===== config.mk =====
export PLATFORM = sky130hd
export DESIGN_NAME = chip_test_ctrl
export DESIGN_NICKNAME = d
export VERILOG_FILES = /design/src/rtl/chip_ctrl_pkg.sv /design/src/rtl/button_debounce.sv /design/src/rtl/chip_test_ctrl.sv
export SDC_FILE = /design/constraint.sdc
export NUM_CORES = 1
export LEC_CHECK = 0
export BUFFER_PORTS_ARGS = -buffer_cell sky130_fd_sc_hd__buf_2
export CORE_MARGIN = 2
export CORE_UTILIZATION = 55
export DETAILED_ROUTE_END_ITERATION = 8
export PLACE_DENSITY = 0.87
export SETUP_SLACK_MARGIN = 0.15
export SKIP_LAST_GASP = 1
export SLEW_MARGIN = 20
export SYNTH_ARGS = -nofsm -noshare
export SYNTH_HDL_FRONTEND = slang
export SYNTH_HIERARCHICAL = 1
export SYNTH_SLANG_ARGS = --single-unit

===== constraint.sdc =====
create_clock -name Clk -period 3 [get_ports Clk]
set_input_delay 0.45 -clock Clk [delete_from_list [all_inputs] [get_ports Clk]]
set_output_delay 0.45 -clock Clk [all_outputs]
set_load 0.02 [all_outputs]

===== src/rtl/chip_ctrl_pkg.sv =====
// chip_ctrl_pkg: shared FSM state encoding, default sizes and select-width helper for chip_test_ctrl
package chip_ctrl_pkg;
    typedef enum logic [2:0] {IDLE, ARM, WAIT_DONE, SETTLE, SHOW, RELEASE} ctrl_state_t;
    localparam int DEF_NUM_CHIPS      = 8;
    localparam int DEF_DEB_CYCLES     = 16;
    localparam int DEF_TIMEOUT_CYCLES = 1024;
    function automatic int sel_width(input int n);
        return (n > 1) ? $clog2(n) : 1;
    endfunction
endpackage


===== src/rtl/button_debounce.sv =====
// button_debounce: 2-flop synchronizer, stability counter, debounced level and one-cycle rising-edge pulse
module button_debounce import chip_ctrl_pkg::*; #(
    parameter int DEB_CYCLES = DEF_DEB_CYCLES
) (
    input  logic Clk,
    input  logic Reset,
    input  logic btn_i,
    output logic pulse_o
);
    localparam int CW = $clog2(DEB_CYCLES + 1);
    logic [1:0]    sync_q, vld_q;
    logic [CW-1:0] cnt_q;
    logic          lvl_q, armed_q, pulse_q;
    logic          s, hit;
    assign s       = sync_q[1];
    assign hit     = (s != lvl_q) && (cnt_q == CW'(DEB_CYCLES - 1));
    assign pulse_o = pulse_q;
    // Level follows the synchronized input only after DEB_CYCLES stable cycles; a press
    // only pulses once the button has been seen released, so a press held through reset is silent
    always_ff @(posedge Clk) begin
        if (Reset) begin
            sync_q  <= '0;
            vld_q   <= '0;
            cnt_q   <= '0;
            lvl_q   <= 1'b0;
            armed_q <= 1'b0;
            pulse_q <= 1'b0;
        end else begin
            sync_q  <= {sync_q[0], btn_i};
            vld_q   <= {vld_q[0], 1'b1};
            armed_q <= armed_q | (vld_q[1] & ~s);
            cnt_q   <= (s == lvl_q || hit) ? '0 : cnt_q + 1'b1;
            lvl_q   <= hit ? s : lvl_q;
            pulse_q <= hit & s & armed_q;
        end
    end
endmodule


===== src/rtl/chip_test_ctrl.sv =====
// chip_test_ctrl: start/run/wait/show/release sequencer for per-chip testers; CHIP_TIMEOUT_EN enables the WAIT_DONE watchdog
module chip_test_ctrl import chip_ctrl_pkg::*; #(
    parameter int NUM_CHIPS      = DEF_NUM_CHIPS,
    parameter int DEB_CYCLES     = DEF_DEB_CYCLES,
    parameter int TIMEOUT_CYCLES = DEF_TIMEOUT_CYCLES
) (
    input  logic                              Clk,
    input  logic                              Reset,
    input  logic                              Start_btn,
    input  logic                              Ack_btn,
    input  logic [sel_width(NUM_CHIPS)-1:0]   Chip_sel,
    input  logic [NUM_CHIPS-1:0]              Done_vec,
    input  logic [NUM_CHIPS-1:0]              RSLT_vec,
    output logic [NUM_CHIPS-1:0]              Run_vec,
    output logic                              DISP_RSLT,
    output logic                              Busy,
    output logic                              Result_valid,
    output logic                              Pass,
    output logic                              Fail,
    output logic                              Timeout
);
    localparam int SW = sel_width(NUM_CHIPS);
    if (NUM_CHIPS < 2 || TIMEOUT_CYCLES < 2) begin : g_bad_cfg
        $error("chip_test_ctrl: NUM_CHIPS and TIMEOUT_CYCLES must be at least 2");
    end
    ctrl_state_t   state_q, state_d;
    logic [SW-1:0] sel_q, sel_d;
    logic          pass_q, pass_d, fail_q, fail_d;
    logic          start_p, ack_p, timeout_hit, sel_ok;
    button_debounce #(.DEB_CYCLES(DEB_CYCLES)) u_start (
        .Clk(Clk), .Reset(Reset), .btn_i(Start_btn), .pulse_o(start_p)
    );
    button_debounce #(.DEB_CYCLES(DEB_CYCLES)) u_ack (
        .Clk(Clk), .Reset(Reset), .btn_i(Ack_btn), .pulse_o(ack_p)
    );
    assign sel_ok = 32'(Chip_sel) < NUM_CHIPS;
`ifdef CHIP_TIMEOUT_EN
    localparam int CW = $clog2(TIMEOUT_CYCLES) + 1;
    logic [CW-1:0] cnt_q;
    logic          to_q;
    assign timeout_hit = (state_q == WAIT_DONE) && !Done_vec[sel_q] && (cnt_q == CW'(TIMEOUT_CYCLES - 1));
    assign Timeout     = to_q;
    // Wait counter restarts while idle and saturates; the timeout flag lives until RELEASE
    always_ff @(posedge Clk) begin
        if (Reset) begin
            cnt_q <= '0;
            to_q  <= 1'b0;
        end else begin
            cnt_q <= (state_q == IDLE) ? '0 : (state_q == WAIT_DONE && cnt_q != '1) ? cnt_q + 1'b1 : cnt_q;
            to_q  <= timeout_hit ? 1'b1 : (state_q == RELEASE) ? 1'b0 : to_q;
        end
    end
`else
    assign timeout_hit = 1'b0;
    assign Timeout     = 1'b0;
`endif
    // State, latched select and held result registers
    always_ff @(posedge Clk) begin
        if (Reset) begin
            state_q <= IDLE;
            sel_q   <= '0;
            pass_q  <= 1'b0;
            fail_q  <= 1'b0;
        end else begin
            state_q <= state_d;
            sel_q   <= sel_d;
            pass_q  <= pass_d;
            fail_q  <= fail_d;
        end
    end
    // Next-state and result update; Done has priority over the watchdog in the same cycle
    always_comb begin
        state_d = state_q;
        sel_d   = sel_q;
        pass_d  = pass_q;
        fail_d  = fail_q;
        case (state_q)
            IDLE: if (start_p) begin
                sel_d   = Chip_sel;
                state_d = sel_ok ? ARM : SHOW;
                pass_d  = 1'b0;
                fail_d  = !sel_ok;
            end
            ARM:       state_d = WAIT_DONE;
            WAIT_DONE: if (Done_vec[sel_q]) state_d = SETTLE;
                       else if (timeout_hit) begin
                           state_d = SHOW;
                           pass_d  = 1'b0;
                           fail_d  = 1'b1;
                       end
            SETTLE: begin
                pass_d  = RSLT_vec[sel_q];
                fail_d  = ~RSLT_vec[sel_q];
                state_d = SHOW;
            end
            SHOW:      state_d = ack_p ? RELEASE : SHOW;
            RELEASE: begin
                pass_d  = 1'b0;
                fail_d  = 1'b0;
                state_d = IDLE;
            end
            default:   state_d = IDLE;
        endcase
    end
    assign Run_vec      = (state_q == ARM) ? (NUM_CHIPS'(1) << sel_q) : '0;
    assign DISP_RSLT    = state_q == RELEASE;
    assign Busy         = !(state_q == IDLE || state_q == SHOW);
    assign Result_valid = state_q == SHOW;
    assign Pass         = pass_q;
    assign Fail         = fail_q;
endmodule


==> summary.txt <==
Setup path
  – Arrival @ worst endpoint: roughly 1600 ps
  – CP endpoint: Run_vec[1]
  – R2R cell count: 4
  – Setup crit start kind: flip-flop
  – Crit path kind: reg2out
  – Required time of the critical path: between 2000 and 3000 ps
  – R2r setup slk: 1160 ps
  – Endpoint class of the critical path: primary output
  – Reg-to-reg startpoint: sel_q[0]
  – Setup crit start: sel_q[0]
  – Crit Path Max Fanout: 15
  – R2R Path End: Pass

Synthesis
  – Post-synthesis cell count: between 100 and 150
  – Yosys warnings: 6
  – Register bit total from synthesis: 32
  – Seq/Total Area, Yosys: a little under half
  – Synth cell types: 37
  – Avg Inst Size Synth: 9.615 µm²
  – Syn nets: 173
  – Synth Cell Area: between 0.001 and 0.0015 mm²

STA
  – Clock skew: just under 7 ps
  – Max-slew headroom: between 60% and 70%
  – Setup_tns: 0 ps
  – Max-slew violations: 0
  – Highest Clock Rate: ~0.50 GHz
  – RSZ-0062 raised after global routing: false
  – Worst Slack Setup Final: 990.8 ps
  – Final setup viols: 0
  – Final hold vios: 0
  – Final min period: between 2000 and 2500 ps
  – Crit share post-route: roughly 67%
  – Worst slew pin tran: approximately 550 ps

Drt
  – Avg WL per Cell: 11.73 µm
  – Via-per-instance ratio: between 5 and 6
  – Metal2 WL: 1.320 mm
  – Routed wl met3: 134 µm
  – DRT iter0 DRCs: 12
  – Final wirelength: 2.487 mm
  – Final ANT Viol Nets: 0
  – Pre-Repair DR Iteration Count: 4
  – Metal-1 WL: approximately 990 µm
  – Via count: ~1100
  – Max Used Layer: met4
  – DRC: 0

Layout
  – Commonest non-fill, non-tap cell in the layout: buf_2
  – Most frequent cells in the layout: buf_2 (35), dfxtp_1 (32), nor2_1 (24)
  – Layout cells sized above 1: a little over a quarter
  – Antenna fix cells: 0
  – Final Util: between 60% and 70%
  – Area Overhead vs Synth: 15.51%
  – Fillers: approximately 210
  – Fin nets: between 200 and 250

Clocking
  – Clock Latency Late Sink: around 320 ps
  – CTS H-tree lvls: 2
  – Clk sinks: 32
  – TritonCTS clock tree: done
  – Clock-pin slew on the worst setup and hold paths: 100 ps
  – Max Root-Sink Buffers: 2
  – CTS resizes: 0
  – CTS root buffer: clkbuf_4
  – Cts hold-fix bufs: 0
  – Total CTS buffers: 5
  – Post-CTS setup buffers: 0

Hold path
  – Worst min path class: in2reg
  – Startpoint of the tightest hold check path: Ack_btn

Run
  – Number of max-cap violations: 0

GRT
  – First-pass GRT wire length: slightly above 4 mm
  – Initial antenna violation count: 0
  – Grt ovf: 0
  – Largest net degree at the start of global routing: 25
  – Gr usage total: roughly 20%
  – Vias in the first global route: 990

Place
  – Buffers added on ports: 35
  – Gpl congestion: 0.7158
  – DP HPWL: 1.919 mm
  – DP Worst Slack: about 1200 ps

Die
  – Die width: approximately 55 µm
  – I/O pin count: 37
  – Row count: 18
  – Core ar.: 0.002455 mm²
  – Die H: 54.52 µm
  – Die ar.: just under 0.003 mm²
  – Starting Density: between 50% and 60%

Power
  – Power per cell area: about 450 mW/mm²
  – Worst VDD drop: roughly 0.00036 V
  – Static leakage: a little under 0.0007 µW

Run status
  – Status: completed
## final cells by class
class                   instances  area (µm²)  area share [%]
inverters                      10       37.54           2.315
multi-input cells              97       671.9           41.44
well taps                      30       37.54           2.315
flip-flops and latches         32       640.6           39.51
clock buffers                   8       58.81           3.627
repair buffers                 35       175.2           10.80
## logic make-up after synthesis
| kind of cell | synth area share [%] |
|---|---|
| fa+ha+maj | 3.565 |
| flops | 45.63 |
| compound gates | 6.239 |
| simple gates | 23.89 |
| buf+inv | 6.506 |
| xor+xnor | 4.991 |
| other cells | 0.2671 |
| mux | 8.913 |
## registers in the layout (all words and copies together) (netlist names)
register         cells
u_start/armed_q      1
u_ack/armed_q        1
u_start/pulse_o      1
u_start/sync_q       2
u_ack/pulse_o        1
u_start/cnt_q        5
Fail                 1
u_start/vld_q        2
Pass                 1
u_ack/cnt_q          5
u_start/lvl_q        1
u_ack/vld_q          2
state_q              3
u_ack/lvl_q          1
sel_q                3
u_ack/sync_q         2
## where the power goes
part           internal [µW]  switching [µW]  leakage [µW]
logic                   20.0            15.7      0.000379
clock network            116             135     0.0000326
registers                432            3.47      0.000260
total                    568             154      0.000672
## Yosys cell counts, drive strengths merged
cell type | n | area [µm²]
a2111oi | 2 | 23.77
a211oi | 1 | 7.510
a21oi | 5 | 25.02
a32o | 1 | 10.01
and2b | 1 | 7.510
and3 | 3 | 18.77
buf | 3 | 38.79
clkbuf | 4 | 15.01
conb | 1 | 3.750
dfxtp | 32 | 640.6
ha | 4 | 50.05
inv | 10 | 37.54
mux2 | 2 | 22.52
mux2i | 8 | 80.08
mux4 | 1 | 22.52
nand2 | 4 | 15.01
nand2b | 1 | 6.260
nand3 | 3 | 15.01
nand3b | 1 | 7.510
nor2 | 24 | 90.09
nor2b | 8 | 50.05
nor3 | 3 | 15.01
nor3b | 4 | 35.03
nor4 | 1 | 6.260
nor4b | 2 | 17.52
o21ai | 1 | 5.000
o2bb2ai | 1 | 8.760
o31ai | 1 | 7.510
or2 | 1 | 6.260
or2b | 3 | 22.52
or3 | 2 | 22.52
xnor2 | 5 | 43.79
xor2 | 3 | 26.28
## worst max-delay path, stage by stage, from the launching register on
cell     delay [ps]
dfxtp_1         680
or2b_1          290
nor2_1           90
buf_2           170
## metrics by stage
stage / std cells / hold WS [ps] / total power, µW / instance area (µm²)
after floorplan: 146 / 413.8 / 462.0 / 1404
after global placement: 204 / 417.4 / 479.5 / 1563
after detailed placement: 204 / 428.5 / 482.2 / 1563
after CTS: 212 / 328.7 / 724.7 / 1622
after global routing: 212 / 345.4 / 749.9 / 1622
final: 212 / 338.4 / 722.5 / 1622
## layer usage
metal | track usage (%) | vias up
met5 | 0 | -
met4 | 7.500 | 0
li1 | - | 553
met1 | 18.62 | 489
met3 | 6.557 | 5
met2 | 38.15 | 31
## worst min-delay path by stage
| stage | endpoint | cells past startpoint |
|---|---|---|
| global route | u_ack/sync_q[0] | 2 |
| CTS | u_ack/sync_q[0] | 2 |
| floorplan | u_ack/sync_q[1] | 1 |
| detailed placement | u_ack/sync_q[1] | 1 |
| global placement | u_start/sync_q[1] | 1 |
| finish | u_ack/sync_q[0] | 2 |
No activity file was read; power rests on OpenSTA's default activity.
